`config.mk`:
```
export PLATFORM = sky130hd
export DESIGN_NAME = csr_access_arbiter_flat
export DESIGN_NICKNAME = d
export VERILOG_FILES = /design/src/rtl/csr_access_arbiter_pkg.sv /design/src/rtl/csr_access_arbiter_if.sv /design/src/rtl/csr_access_arbiter_rr_picker.sv /design/src/rtl/csr_access_arbiter.sv /design/src/flat_wrapper.sv
export SDC_FILE = /design/constraint.sdc
export NUM_CORES = 1
export LEC_CHECK = 0
export BUFFER_PORTS_ARGS = -buffer_cell sky130_fd_sc_hd__buf_4
export CORE_AREA = 8 8 162 164
export CTS_CLUSTER_SIZE = 28
export DETAILED_ROUTE_END_ITERATION = 7
export DIE_AREA = 0 0 170 172
export GPL_ROUTABILITY_DRIVEN = 0
export GPL_TIMING_DRIVEN = 0
export HOLD_SLACK_MARGIN = 0.02
export PLACE_DENSITY = 0.58
export SLEW_MARGIN = 20
export SYNTH_ARGS = -nofsm -noshare
export SYNTH_HDL_FRONTEND = slang
export SYNTH_HIERARCHICAL = 1
export SYNTH_SLANG_ARGS = --single-unit
```
`constraint.sdc`:
```
create_clock -name clk -period 8.2 [get_ports clk]
set_input_delay 1.23 -clock clk [delete_from_list [all_inputs] [get_ports clk]]
set_output_delay 1.23 -clock clk [all_outputs]
set_load 0.1 [all_outputs]
```
`src/rtl/csr_access_arbiter_pkg.sv`:
```
// csr_access_arbiter_pkg
// Shared definitions for the CSR access arbiter slice: default geometry for warps, data width
// and warp-id width, fixed CSR field widths, and the arbiter FSM state type.
package csr_access_arbiter_pkg;

    localparam int unsigned DEF_NUM_WARP   = 4;
    localparam int unsigned DEF_XLEN       = 32;
    localparam int unsigned DEF_DEPTH_WARP = 2;

    localparam int unsigned INST_W = 32;
    localparam int unsigned RD_W   = 5;

    typedef enum logic [1:0] {
        StIdle   = 2'd0,
        StAccess = 2'd1,
        StWb     = 2'd2
    } arb_state_e;

endpackage

```
`src/rtl/csr_access_arbiter_if.sv`:
```
// csr_access_arbiter_if
// Bundles every bus signal of the CSR access arbiter:
//   request side : req_valid_i / req_ready_o, per-warp req_inst_i, req_in1_i, req_rd_i
//   CTA side     : cta_valid_i, cta_wid_i / cta_ready_o
//   csrfile side : csr_sel_o, csr_write_o, csr_inst_o, csr_in1_o, csr_cta_valid_o, csr_rdata_i
//   writeback    : wb_valid_o / wb_ready_i, wb_wid_o, wb_rd_o, wb_data_o
// Suffixes are from the arbiter's point of view. modport slave = arbiter, master = environment.
interface csr_access_arbiter_if
    import csr_access_arbiter_pkg::*;
#(
    parameter int unsigned NUM_WARP   = DEF_NUM_WARP,
    parameter int unsigned XLEN       = DEF_XLEN,
    parameter int unsigned DEPTH_WARP = DEF_DEPTH_WARP
);
    logic [NUM_WARP-1:0]        req_valid_i;
    logic [NUM_WARP-1:0]        req_ready_o;
    logic [NUM_WARP*INST_W-1:0] req_inst_i;
    logic [NUM_WARP*XLEN-1:0]   req_in1_i;
    logic [NUM_WARP*RD_W-1:0]   req_rd_i;

    logic                       cta_valid_i;
    logic [DEPTH_WARP-1:0]      cta_wid_i;
    logic                       cta_ready_o;

    logic [NUM_WARP-1:0]        csr_sel_o;
    logic                       csr_write_o;
    logic [INST_W-1:0]          csr_inst_o;
    logic [XLEN-1:0]            csr_in1_o;
    logic [NUM_WARP-1:0]        csr_cta_valid_o;
    logic [XLEN-1:0]            csr_rdata_i;

    logic                       wb_valid_o;
    logic                       wb_ready_i;
    logic [DEPTH_WARP-1:0]      wb_wid_o;
    logic [RD_W-1:0]            wb_rd_o;
    logic [XLEN-1:0]            wb_data_o;

    modport slave (
        input  req_valid_i, req_inst_i, req_in1_i, req_rd_i,
        input  cta_valid_i, cta_wid_i, csr_rdata_i, wb_ready_i,
        output req_ready_o, cta_ready_o,
        output csr_sel_o, csr_write_o, csr_inst_o, csr_in1_o, csr_cta_valid_o,
        output wb_valid_o, wb_wid_o, wb_rd_o, wb_data_o
    );

    modport master (
        output req_valid_i, req_inst_i, req_in1_i, req_rd_i,
        output cta_valid_i, cta_wid_i, csr_rdata_i, wb_ready_i,
        input  req_ready_o, cta_ready_o,
        input  csr_sel_o, csr_write_o, csr_inst_o, csr_in1_o, csr_cta_valid_o,
        input  wb_valid_o, wb_wid_o, wb_rd_o, wb_data_o
    );

endinterface

```
`src/rtl/csr_access_arbiter_rr_picker.sv`:
```
// csr_rr_picker
// Combinational round-robin picker. Searches i_req starting at (i_ptr + 1) mod NUM_WARP.
//   i_req   : request vector
//   i_ptr   : last granted index
//   o_grant : one-hot grant (zero when nothing requests)
//   o_any   : at least one request present
module csr_rr_picker
    import csr_access_arbiter_pkg::*;
#(
    parameter int unsigned NUM_WARP   = DEF_NUM_WARP,
    parameter int unsigned DEPTH_WARP = DEF_DEPTH_WARP
) (
    input  logic [NUM_WARP-1:0]   i_req,
    input  logic [DEPTH_WARP-1:0] i_ptr,
    output logic [NUM_WARP-1:0]   o_grant,
    output logic                  o_any
);

    logic [DEPTH_WARP:0]     w_shamt;
    logic [2*NUM_WARP-1:0]   w_dbl;
    logic [2*NUM_WARP-1:0]   w_gnt_dbl;
    logic [NUM_WARP-1:0]     w_rot;
    logic [NUM_WARP-1:0]     w_rot_gnt;

    // Rotate so the search start lands on bit 0, isolate the lowest set bit, rotate back.
    // A shift of NUM_WARP (pointer at the last warp) leaves the vector unrotated, giving the wrap.
    always_comb begin
        w_shamt   = {1'b0, i_ptr} + (DEPTH_WARP+1)'(1);
        w_dbl     = {i_req, i_req};
        w_rot     = NUM_WARP'(w_dbl >> w_shamt);
        w_rot_gnt = w_rot & (~w_rot + NUM_WARP'(1));
        w_gnt_dbl = {{NUM_WARP{1'b0}}, w_rot_gnt} << w_shamt;
        o_grant   = w_gnt_dbl[NUM_WARP-1:0] | w_gnt_dbl[2*NUM_WARP-1:NUM_WARP];
        o_any     = |i_req;
    end

endmodule

```
`src/rtl/csr_access_arbiter.sv`:
```
// csr_access_arbiter
// Serialises per-warp CSR instructions and CTA dispatch writes onto a shared csrfile path.
// One CSR request is in flight at a time: IDLE (grant) -> ACCESS (one write strobe, capture
// read data) -> WB (hold writeback until accepted) -> IDLE.
//   clk, rst_n : clock, asynchronous active-low reset
//   bus        : request, CTA, csrfile and writeback signals (slave modport)
module csr_access_arbiter
    import csr_access_arbiter_pkg::*;
#(
    parameter int unsigned NUM_WARP   = DEF_NUM_WARP,
    parameter int unsigned XLEN       = DEF_XLEN,
    parameter int unsigned DEPTH_WARP = DEF_DEPTH_WARP
) (
    input logic                  clk,
    input logic                  rst_n,
    csr_access_arbiter_if.slave  bus
);

    arb_state_e              r_state;
    logic [DEPTH_WARP-1:0]   r_ptr;
    logic [DEPTH_WARP-1:0]   r_wid;
    logic [RD_W-1:0]         r_rd;
    logic [INST_W-1:0]       r_inst;
    logic [XLEN-1:0]         r_in1;
    logic [XLEN-1:0]         r_wb_data;
    logic [NUM_WARP-1:0]     r_csr_sel;
    logic                    r_csr_write;
    logic                    r_wb_valid;

    logic [NUM_WARP-1:0]     w_grant;
    logic                    w_any;
    logic                    w_grant_en;
    logic [DEPTH_WARP-1:0]   w_gnt_wid;
    logic [INST_W-1:0]       w_sel_inst;
    logic [XLEN-1:0]         w_sel_in1;
    logic [RD_W-1:0]         w_sel_rd;
    logic                    w_cta_block;
    logic                    w_cta_accept;
    logic [NUM_WARP-1:0]     w_cta_onehot;

    csr_rr_picker #(
        .NUM_WARP   (NUM_WARP),
        .DEPTH_WARP (DEPTH_WARP)
    ) u_picker (
        .i_req   (bus.req_valid_i),
        .i_ptr   (r_ptr),
        .o_grant (w_grant),
        .o_any   (w_any)
    );

    // Encode the one-hot grant and mux out the granted warp's fields.
    always_comb begin
        w_gnt_wid  = '0;
        w_sel_inst = '0;
        w_sel_in1  = '0;
        w_sel_rd   = '0;
        for (int i = 0; i < NUM_WARP; i++) begin
            if (w_grant[i]) begin
                w_gnt_wid  = DEPTH_WARP'(i);
                w_sel_inst = bus.req_inst_i[i*INST_W +: INST_W];
                w_sel_in1  = bus.req_in1_i[i*XLEN +: XLEN];
                w_sel_rd   = bus.req_rd_i[i*RD_W +: RD_W];
            end
        end
    end

    // A CTA write may not touch the csrfile of the warp whose request is in flight.
    assign w_cta_block  = (r_state != StIdle) && (bus.cta_wid_i == r_wid);
    assign w_cta_accept = rst_n && bus.cta_valid_i && !w_cta_block;
    assign w_cta_onehot = {{(NUM_WARP-1){1'b0}}, 1'b1} << bus.cta_wid_i;

    // Any valid CTA in IDLE is always accepted, so it alone suppresses the request grant.
    assign w_grant_en = rst_n && (r_state == StIdle) && !bus.cta_valid_i && w_any;

    assign bus.req_ready_o     = w_grant_en ? w_grant : '0;
    assign bus.cta_ready_o     = w_cta_accept;
    assign bus.csr_cta_valid_o = w_cta_accept ? w_cta_onehot : '0;

    assign bus.csr_sel_o   = r_csr_sel;
    assign bus.csr_write_o = r_csr_write;
    assign bus.csr_inst_o  = r_inst;
    assign bus.csr_in1_o   = r_in1;
    assign bus.wb_valid_o  = r_wb_valid;
    assign bus.wb_wid_o    = r_wid;
    assign bus.wb_rd_o     = r_rd;
    assign bus.wb_data_o   = r_wb_data;

    // The csr_* registers are only non-zero during ACCESS; they are loaded on grant and
    // cleared on the way out, so the csrfile sees a clean single-cycle strobe.
    always_ff @(posedge clk or negedge rst_n) begin
        if (!rst_n) begin
            r_state     <= StIdle;
            r_ptr       <= DEPTH_WARP'(NUM_WARP - 1);
            r_wid       <= '0;
            r_rd        <= '0;
            r_inst      <= '0;
            r_in1       <= '0;
            r_wb_data   <= '0;
            r_csr_sel   <= '0;
            r_csr_write <= 1'b0;
            r_wb_valid  <= 1'b0;
        end else begin
            unique case (r_state)
                StIdle: begin
                    if (w_grant_en) begin
                        r_state     <= StAccess;
                        r_ptr       <= w_gnt_wid;
                        r_wid       <= w_gnt_wid;
                        r_rd        <= w_sel_rd;
                        r_inst      <= w_sel_inst;
                        r_in1       <= w_sel_in1;
                        r_csr_sel   <= w_grant;
                        r_csr_write <= 1'b1;
                    end
                end
                StAccess: begin
                    r_state     <= StWb;
                    r_csr_sel   <= '0;
                    r_csr_write <= 1'b0;
                    r_inst      <= '0;
                    r_in1       <= '0;
                    r_wb_data   <= bus.csr_rdata_i;
                    r_wb_valid  <= 1'b1;
                end
                StWb: begin
                    if (bus.wb_ready_i) begin
                        r_state    <= StIdle;
                        r_wb_valid <= 1'b0;
                    end
                end
                default: begin
                    r_state <= StIdle;
                end
            endcase
        end
    end

endmodule

```
`src/flat_wrapper.sv`:
```
// flat-port wrapper written by rule: the top's interface ports become plain ports
module csr_access_arbiter_flat import csr_access_arbiter_pkg::*;
#(
    parameter int unsigned NUM_WARP   = DEF_NUM_WARP,
    parameter int unsigned XLEN       = DEF_XLEN,
    parameter int unsigned DEPTH_WARP = DEF_DEPTH_WARP
)
  (clk, rst_n, bus_req_valid_i, bus_req_inst_i, bus_req_in1_i, bus_req_rd_i, bus_cta_valid_i, bus_cta_wid_i, bus_csr_rdata_i, bus_wb_ready_i, bus_req_ready_o, bus_cta_ready_o, bus_csr_sel_o, bus_csr_write_o, bus_csr_inst_o, bus_csr_in1_o, bus_csr_cta_valid_o, bus_wb_valid_o, bus_wb_wid_o, bus_wb_rd_o, bus_wb_data_o);
  csr_access_arbiter_if #(.NUM_WARP(NUM_WARP), .XLEN(XLEN), .DEPTH_WARP(DEPTH_WARP)) bus_i ();
  input logic clk;
  input logic rst_n;
  input wire logic [$bits(bus_i.req_valid_i)-1:0] bus_req_valid_i;
  input wire logic [$bits(bus_i.req_inst_i)-1:0] bus_req_inst_i;
  input wire logic [$bits(bus_i.req_in1_i)-1:0] bus_req_in1_i;
  input wire logic [$bits(bus_i.req_rd_i)-1:0] bus_req_rd_i;
  input wire logic [$bits(bus_i.cta_valid_i)-1:0] bus_cta_valid_i;
  input wire logic [$bits(bus_i.cta_wid_i)-1:0] bus_cta_wid_i;
  input wire logic [$bits(bus_i.csr_rdata_i)-1:0] bus_csr_rdata_i;
  input wire logic [$bits(bus_i.wb_ready_i)-1:0] bus_wb_ready_i;
  output wire logic [$bits(bus_i.req_ready_o)-1:0] bus_req_ready_o;
  output wire logic [$bits(bus_i.cta_ready_o)-1:0] bus_cta_ready_o;
  output wire logic [$bits(bus_i.csr_sel_o)-1:0] bus_csr_sel_o;
  output wire logic [$bits(bus_i.csr_write_o)-1:0] bus_csr_write_o;
  output wire logic [$bits(bus_i.csr_inst_o)-1:0] bus_csr_inst_o;
  output wire logic [$bits(bus_i.csr_in1_o)-1:0] bus_csr_in1_o;
  output wire logic [$bits(bus_i.csr_cta_valid_o)-1:0] bus_csr_cta_valid_o;
  output wire logic [$bits(bus_i.wb_valid_o)-1:0] bus_wb_valid_o;
  output wire logic [$bits(bus_i.wb_wid_o)-1:0] bus_wb_wid_o;
  output wire logic [$bits(bus_i.wb_rd_o)-1:0] bus_wb_rd_o;
  output wire logic [$bits(bus_i.wb_data_o)-1:0] bus_wb_data_o;
  assign bus_i.req_valid_i = bus_req_valid_i;
  assign bus_i.req_inst_i = bus_req_inst_i;
  assign bus_i.req_in1_i = bus_req_in1_i;
  assign bus_i.req_rd_i = bus_req_rd_i;
  assign bus_i.cta_valid_i = bus_cta_valid_i;
  assign bus_i.cta_wid_i = bus_cta_wid_i;
  assign bus_i.csr_rdata_i = bus_csr_rdata_i;
  assign bus_i.wb_ready_i = bus_wb_ready_i;
  assign bus_req_ready_o = bus_i.req_ready_o;
  assign bus_cta_ready_o = bus_i.cta_ready_o;
  assign bus_csr_sel_o = bus_i.csr_sel_o;
  assign bus_csr_write_o = bus_i.csr_write_o;
  assign bus_csr_inst_o = bus_i.csr_inst_o;
  assign bus_csr_in1_o = bus_i.csr_in1_o;
  assign bus_csr_cta_valid_o = bus_i.csr_cta_valid_o;
  assign bus_wb_valid_o = bus_i.wb_valid_o;
  assign bus_wb_wid_o = bus_i.wb_wid_o;
  assign bus_wb_rd_o = bus_i.wb_rd_o;
  assign bus_wb_data_o = bus_i.wb_data_o;
  csr_access_arbiter #(.NUM_WARP(NUM_WARP), .XLEN(XLEN), .DEPTH_WARP(DEPTH_WARP)) u_core (.clk(clk), .rst_n(rst_n), .bus(bus_i));
endmodule
```
After elaboration in Yosys (flattened, before gate mapping). Index checks and enable logic that the tools add are counted.

Flip-flop bits (word level): 113. Input bits: 318. Output and inout bits: 118. Logic and storage cells: 70.

Add/sub/neg operators: 2. Equality and inequality tests: 5. Shift operators: 3. Mux-type cells: 30. Bitwise gates (word level): 3. Reduce and logical (&&, ||, !) cells: 17.

Operators by type and width (count): $mux W32 (10); $pmux W32 S2 (2); $mux W5 (4); $mux W4 (3); $mux W2 (4); $pmux W4 S2 (1); $reduce_and A2 Y1 (4); $shl A4 B3 Y8 (1); $shr A8 B3 Y4 (1); $logic_and A1 B1 Y1 (6); $pmux W2 S3 (1); $reduce_bool A2 Y1 (3); $add A4 B1 Y4 const B (1); $and A4 B4 Y4 (1); $not A4 Y4 (1); $or A4 B4 Y4 (1); $pmux W1 S2 (2); $reduce_or A4 Y1 (1); $shl A1 B2 Y4 const A (1); $add A2 B1 Y3 const B (1); $mux W1 (3); $eq A2 B1 Y1 const B (1); $eq A2 B2 Y1 (1); $eq A2 B2 Y1 const B (1); 4 further kinds (5).

Logic depth before layout (Yosys ltp).
Word-level depth: 13. Gate-level depth with buffers: 9. Depth with buffers taken out: 7.

By module. The synthesis kept the hierarchy.

By module, submodules not included: csr_access_arbiter (times used 1, cells an instance 627, area each 5987.0 um2, seq. area each 2830.2 um2); csr_rr_picker (times used 1, cells an instance 27, area each 188.9 um2, seq. area each 0.0 um2).

Worst setup path after synthesis. No wires, ideal clock.

Kind: input port to output port. Start: input bus_req_valid_i[2]. End: output bus_req_ready_o[3]. Data arrival time: 4.045 ns. Required time: 6.970 ns. Setup slack: 2.925 ns. Cell stages on the path: 8. Path buffers: 2. Path through: or3b_1 > a2111oi_2 > a31oi_1 > mux2i_1 > inv_1 > clkbuf_1 > clkbuf_1 > nor2_1.

Longest elaborated chain between the ends: 7.

Ends and longest elaborated chain: start, declared (line flat_wrapper.sv:12) `input wire logic [$bits(bus_i.req_valid_i)-1:0] bus_req_valid_i;`; $shr A8 B3 Y4 (*) (line csr_access_arbiter_rr_picker.sv:30) `w_rot = NUM_WARP'(w_dbl >> w_shamt);`; $not A4 Y4 (line csr_access_arbiter_rr_picker.sv:31) `w_rot_gnt = w_rot & (~w_rot + NUM_WARP'(1));`; $add A4 B1 Y4 (line csr_access_arbiter_rr_picker.sv:31); $and A4 B4 Y4 (*) (line csr_access_arbiter_rr_picker.sv:31); $shl A4 B3 Y8 (*) (line csr_access_arbiter_rr_picker.sv:32) `w_gnt_dbl = {{NUM_WARP{1'b0}}, w_rot_gnt} << w_shamt;`; $or A4 B4 Y4 (*) (line csr_access_arbiter_rr_picker.sv:33) `o_grant = w_gnt_dbl[NUM_WARP-1:0] | w_gnt_dbl[2*NUM_WARP-1:NUM_WARP];`; named net u_core.w_grant[3] (line csr_access_arbiter.sv:30) `logic [NUM_WARP-1:0] w_grant;`; $mux W4 (*) (line csr_access_arbiter.sv:75) `assign bus.req_ready_o = w_grant_en ? w_grant : '0;`; end, declared (line flat_wrapper.sv:20) `output wire logic [$bits(bus_i.req_ready_o)-1:0] bus_req_ready_o;`.

Mark *: on every way through the listed nets, which the timed path passes. The rest lies on a longest branch.

Worst setup path after layout.
Start: input bus_req_valid_i[2]. End: output bus_req_ready_o[1].

Same word-level chain as after synthesis.

==> impl_summary.log <==
INFO  metric status = finished clean
INFO  metric detail_placement_hpwl = 26800 um
INFO  metric nNetsFinal = 1428
INFO  metric mostFrequentLayoutCell = sky130_fd_sc_hd__buf_4
INFO  metric timing.critical_path.slowest_stage_cell = sky130_fd_sc_hd__clkbuf_1
INFO  metric cp-end-kind = output port
INFO  metric cts-root-buf = sky130_fd_sc_hd__clkbuf_16
INFO  metric post_cts_resized = 0
INFO  metric via_count_of_the_first_global_routing_pass = 8191
INFO  metric post-route-util = 43.8%
INFO  metric detail-route-antenna-nets = 0
INFO  metric routed_wl_per_cell = 23.6 um
INFO  metric drc_errors_left = 0
INFO  metric period_needed = 5.64 ns
INFO  metric timing.final.setup_violations = 0
INFO  metric p_int = 2.19 mW
INFO  metric synthesis.area = 6180 um^2
INFO  metric power_frac_clock = 12.2%
INFO  metric power_frac_comb = 71.0%
INFO  metric power.density = 547 nW/um^2
INFO  metric critPathMaxFanout = 10
INFO  metric clk_latency = 0.41 ns
INFO  metric drive_above_1_share = 43.9%
INFO  metric worstHoldEndpoint = u_core/bus.wb_data_o[0]
INFO  metric post_cts_buffers = 0
INFO  metric max_slew_violation_count = 0
INFO  metric io_buffer_count = 435
INFO  metric synthDistinctLibCells = 46
INFO  metric insertedDiodeCount = 0
INFO  metric switching_power = 3.51 mW
INFO  metric maximum_number_of_pins_on_one_net_before_global_route_repair = 67
INFO  metric fp.dieArea = 29200 um^2
INFO  metric min_delay_path_depth = 2
INFO  metric min_path_type = reg -> reg
INFO  metric worstPathRequired = 6.97 ns
INFO  metric timing.rr.start = u_core/r_ptr[0]
INFO  metric layout_filler_cell_count = 2486
INFO  metric dp_cells = 1414
INFO  metric num_vias = 7495
INFO  metric number_of_design_rule_violations_left_by_the_first_detailed_router_iteration = 405
INFO  metric timing.critical_path.from_type = input port
INFO  metric mapped_nets = 973
INFO  metric timing.fmax = 0.177 GHz
INFO  metric core.rowCount = 57
INFO  metric initial_antenna_violation_count = 0
INFO  metric power.switching_fraction = 61.5%
INFO  metric core_area = 23800 um^2
INFO  metric timing.rr.end = u_core/bus.csr_inst_o[11]
INFO  metric cts-buffers-inserted = 17
INFO  metric overall_power_after_layout = 5.71 mW
INFO  metric share_seq_of_total_power = 16.8%
INFO  metric clock_sink_count = 113
INFO  metric worst-setup-path-type = in -> out
INFO  metric regToRegSetupSlack = 4.41 ns
INFO  metric critical_path.cell_chain = buf_4 -> or3b_1 -> a2111oi_2 -> a31oi_1 -> o22ai_1 -> clkbuf_1 -> clkbuf_1 -> nand3_1 -> inv_1 -> buf_4
INFO  metric cts_tree = built
INFO  metric ff_latch_area = 2830 um^2
INFO  metric clock_path_buffers = 2
INFO  metric max_slew_margin = 38.4%
INFO  metric drt-total-wl = 34100 um
INFO  metric postSynthCellCount = 654
INFO  metric worst-endpoint-arrival = 4.41 ns
INFO  metric grt_setup_unrepaired = no
INFO  metric static-leakage-power = 4.94 nW
INFO  metric ys_seq_area_share = 45.8%
INFO  metric worst_pin_slew = 0.913 ns
INFO  metric initial_utilization = 25.9%
INFO  metric hold_start = u_core/bus.wb_data_o[0]
INFO  metric area.growth.synth_to_final = 68.9%
INFO  metric avgViaCountPerCell = 5.18
INFO  metric critPathMaxStageDelay = 0.61 ns
INFO  metric max-vdd-ir-drop = 0.235 mV
INFO  metric finalCritPeriodShare = 68.8%
INFO  metric synth.yosys.warnings = 6
INFO  metric mean_instance_size_in_the_synthesized_netlist = 9.44 um^2
INFO  metric layout.cells.most_common_list = sky130_fd_sc_hd__buf_4 (434), sky130_fd_sc_hd__dfrtp_1 (111), sky130_fd_sc_hd__nand2_1 (107), sky130_fd_sc_hd__o22ai_1 (66)
INFO  metric maxCapViolations = 0
INFO  metric first_pass_grt_wire_length = 49100 um
INFO  metric register_bit_total_from_synthesis = 113
INFO  metric top_level_ports = 436
INFO  metric globalRouteOverflowTotal = 0
INFO  metric multi_input_comb_area = 2940 um^2
INFO  metric worst_r2r_path_depth = 9
INFO  metric cts_max_level = 4
INFO  metric hold_violations = 0
INFO  metric finalClockSkew = 0.00902 ns
INFO  metric cts-hold-fix-buffers = 0
INFO  metric layout.cells.non_filler = 1446
INFO  metric drt_pass1_iterations = 5
INFO  metric clock_pin_transition_on_the_worst_setup_and_hold_timing_paths = 0.06 ns
INFO  metric grt_usage = 22.2%
INFO  metric tns = 0 ns
INFO  metric die_w = 170 um
INFO  metric die-height = 172 um
-- synthesized netlist by cell type (all sizes together) --
library cell,instances,area share (%)
nand2,108,6.6
o211ai,65,8.1
nor4,1,0.10
or4b,1,0.16
buf,13,1.7
dfstp,2,0.85
o2111ai,1,0.14
a31oi,6,0.61
ha,1,0.20
a211oi,2,0.24
dfrtp,111,45
a22oi,1,0.12
o31ai,64,7.9
a32oi,1,0.14
a221o,5,0.81
or2,1,0.10
a2111oi,1,0.24
nor3,1,0.081
mux2i,2,0.32
or4,1,0.12
a21oi,16,1.3
nand3,3,0.24
o21ai,7,0.57
xor2,2,0.28
nand3b,5,0.61
o311ai,1,0.14
inv,17,1.0
nor2,3,0.18
nand2b,6,0.61
a221oi,64,9.1
or3b,2,0.28
nor4b,1,0.38
mux2,2,0.36
nor2b,2,0.20
o22ai,66,6.7
nor3b,2,0.24
clkbuf,64,3.9
and2b,1,0.12
o21a,2,0.24
-- worst max-delay path, delay by kind of cell --
family                 cells  cell delay, ns
AO/OA/AOI/OAI              3            0.84
buffers and inverters      5            1.69
AND/OR/NAND/NOR            2            0.65
-- power by group through the flow --
stage | combinational, mW | sequential [mW] | clock [mW]
after floorplan | 1.20 | 2.66 | 0
final | 4.05 | 0.959 | 0.696
after global placement | 4.05 | 0.955 | 0
after CTS | 4.06 | 0.959 | 0.714
after detailed placement | 4.05 | 0.966 | 0
after global routing | 4.25 | 0.989 | 0.740
-- logic make-up (layout without fill, tap and decap cells) --
family | after synthesis | in the layout | share of synthesized area, %
adders and majority gates | 1 | 1 | 0.203
xor gates and xnor gates | 2 | 2 | 0.284
and+or+nand+nor | 138 | 138 | 10.0
AOI/OAI and AO/OA | 302 | 302 | 36.3
muxes | 4 | 4 | 0.689
buffers and inverters | 94 | 562 | 6.62
DFF | 113 | 113 | 45.8
-- worst max-delay path by stage --
stage	from	to	slack, ns
3_3_place_gp	bus_req_valid_i[2]	bus_req_ready_o[1]	2.52
3_5_place_dp	bus_req_valid_i[2]	bus_req_ready_o[1]	2.51
2_1_floorplan	bus_req_valid_i[2]	bus_req_ready_o[3]	2.93
5_1_grt	bus_req_valid_i[2]	bus_req_ready_o[1]	2.29
4_1_cts	bus_req_valid_i[2]	bus_req_ready_o[1]	2.50
6_report	bus_req_valid_i[2]	bus_req_ready_o[1]	2.56
-- metrics by stage --
step                hold slack [ns]  setup WS [ns]  instance area [um^2]
floorplan                     0.538           2.93                  6180
global placement              0.461           2.52                  9850
detailed placement            0.464           2.51                  9880
CTS                           0.479           2.50                 10400
global route                  0.504           2.29                 10400
finish                        0.475           2.56                 10400
-- state kept, by name (all words and copies together), names as in the netlist --
signal,count
u_core/bus.csr_in1_o,32
u_core/bus.csr_inst_o,32
u_core/bus.csr_sel_o,4
u_core/bus.csr_write_o,1
u_core/bus.wb_data_o,32
u_core/bus.wb_rd_o,5
u_core/bus.wb_valid_o,1
u_core/bus.wb_wid_o,2
u_core/r_ptr,2
u_core/r_state,2
-- layer usage --
metal  track usage (%)  vias up  share of wire, %
met2              38.9      356                50
met1              24.8     3614                39
met5                 0        -                 0
met3              8.65       30               9.8
met4              6.10        0               1.7
li1                  -     3495                 -
-- cell type report --
type	count	area share [%]
clock buffers	19	4.34
plain buffers	77	3.31
flip-flops and latches	113	27.1
repair buffers	436	31.6
inverters	17	0.612
multi-input cells	447	28.1
well taps	324	3.89
clock inverters	13	0.971
No activity file was read; power rests on OpenSTA's default activity.
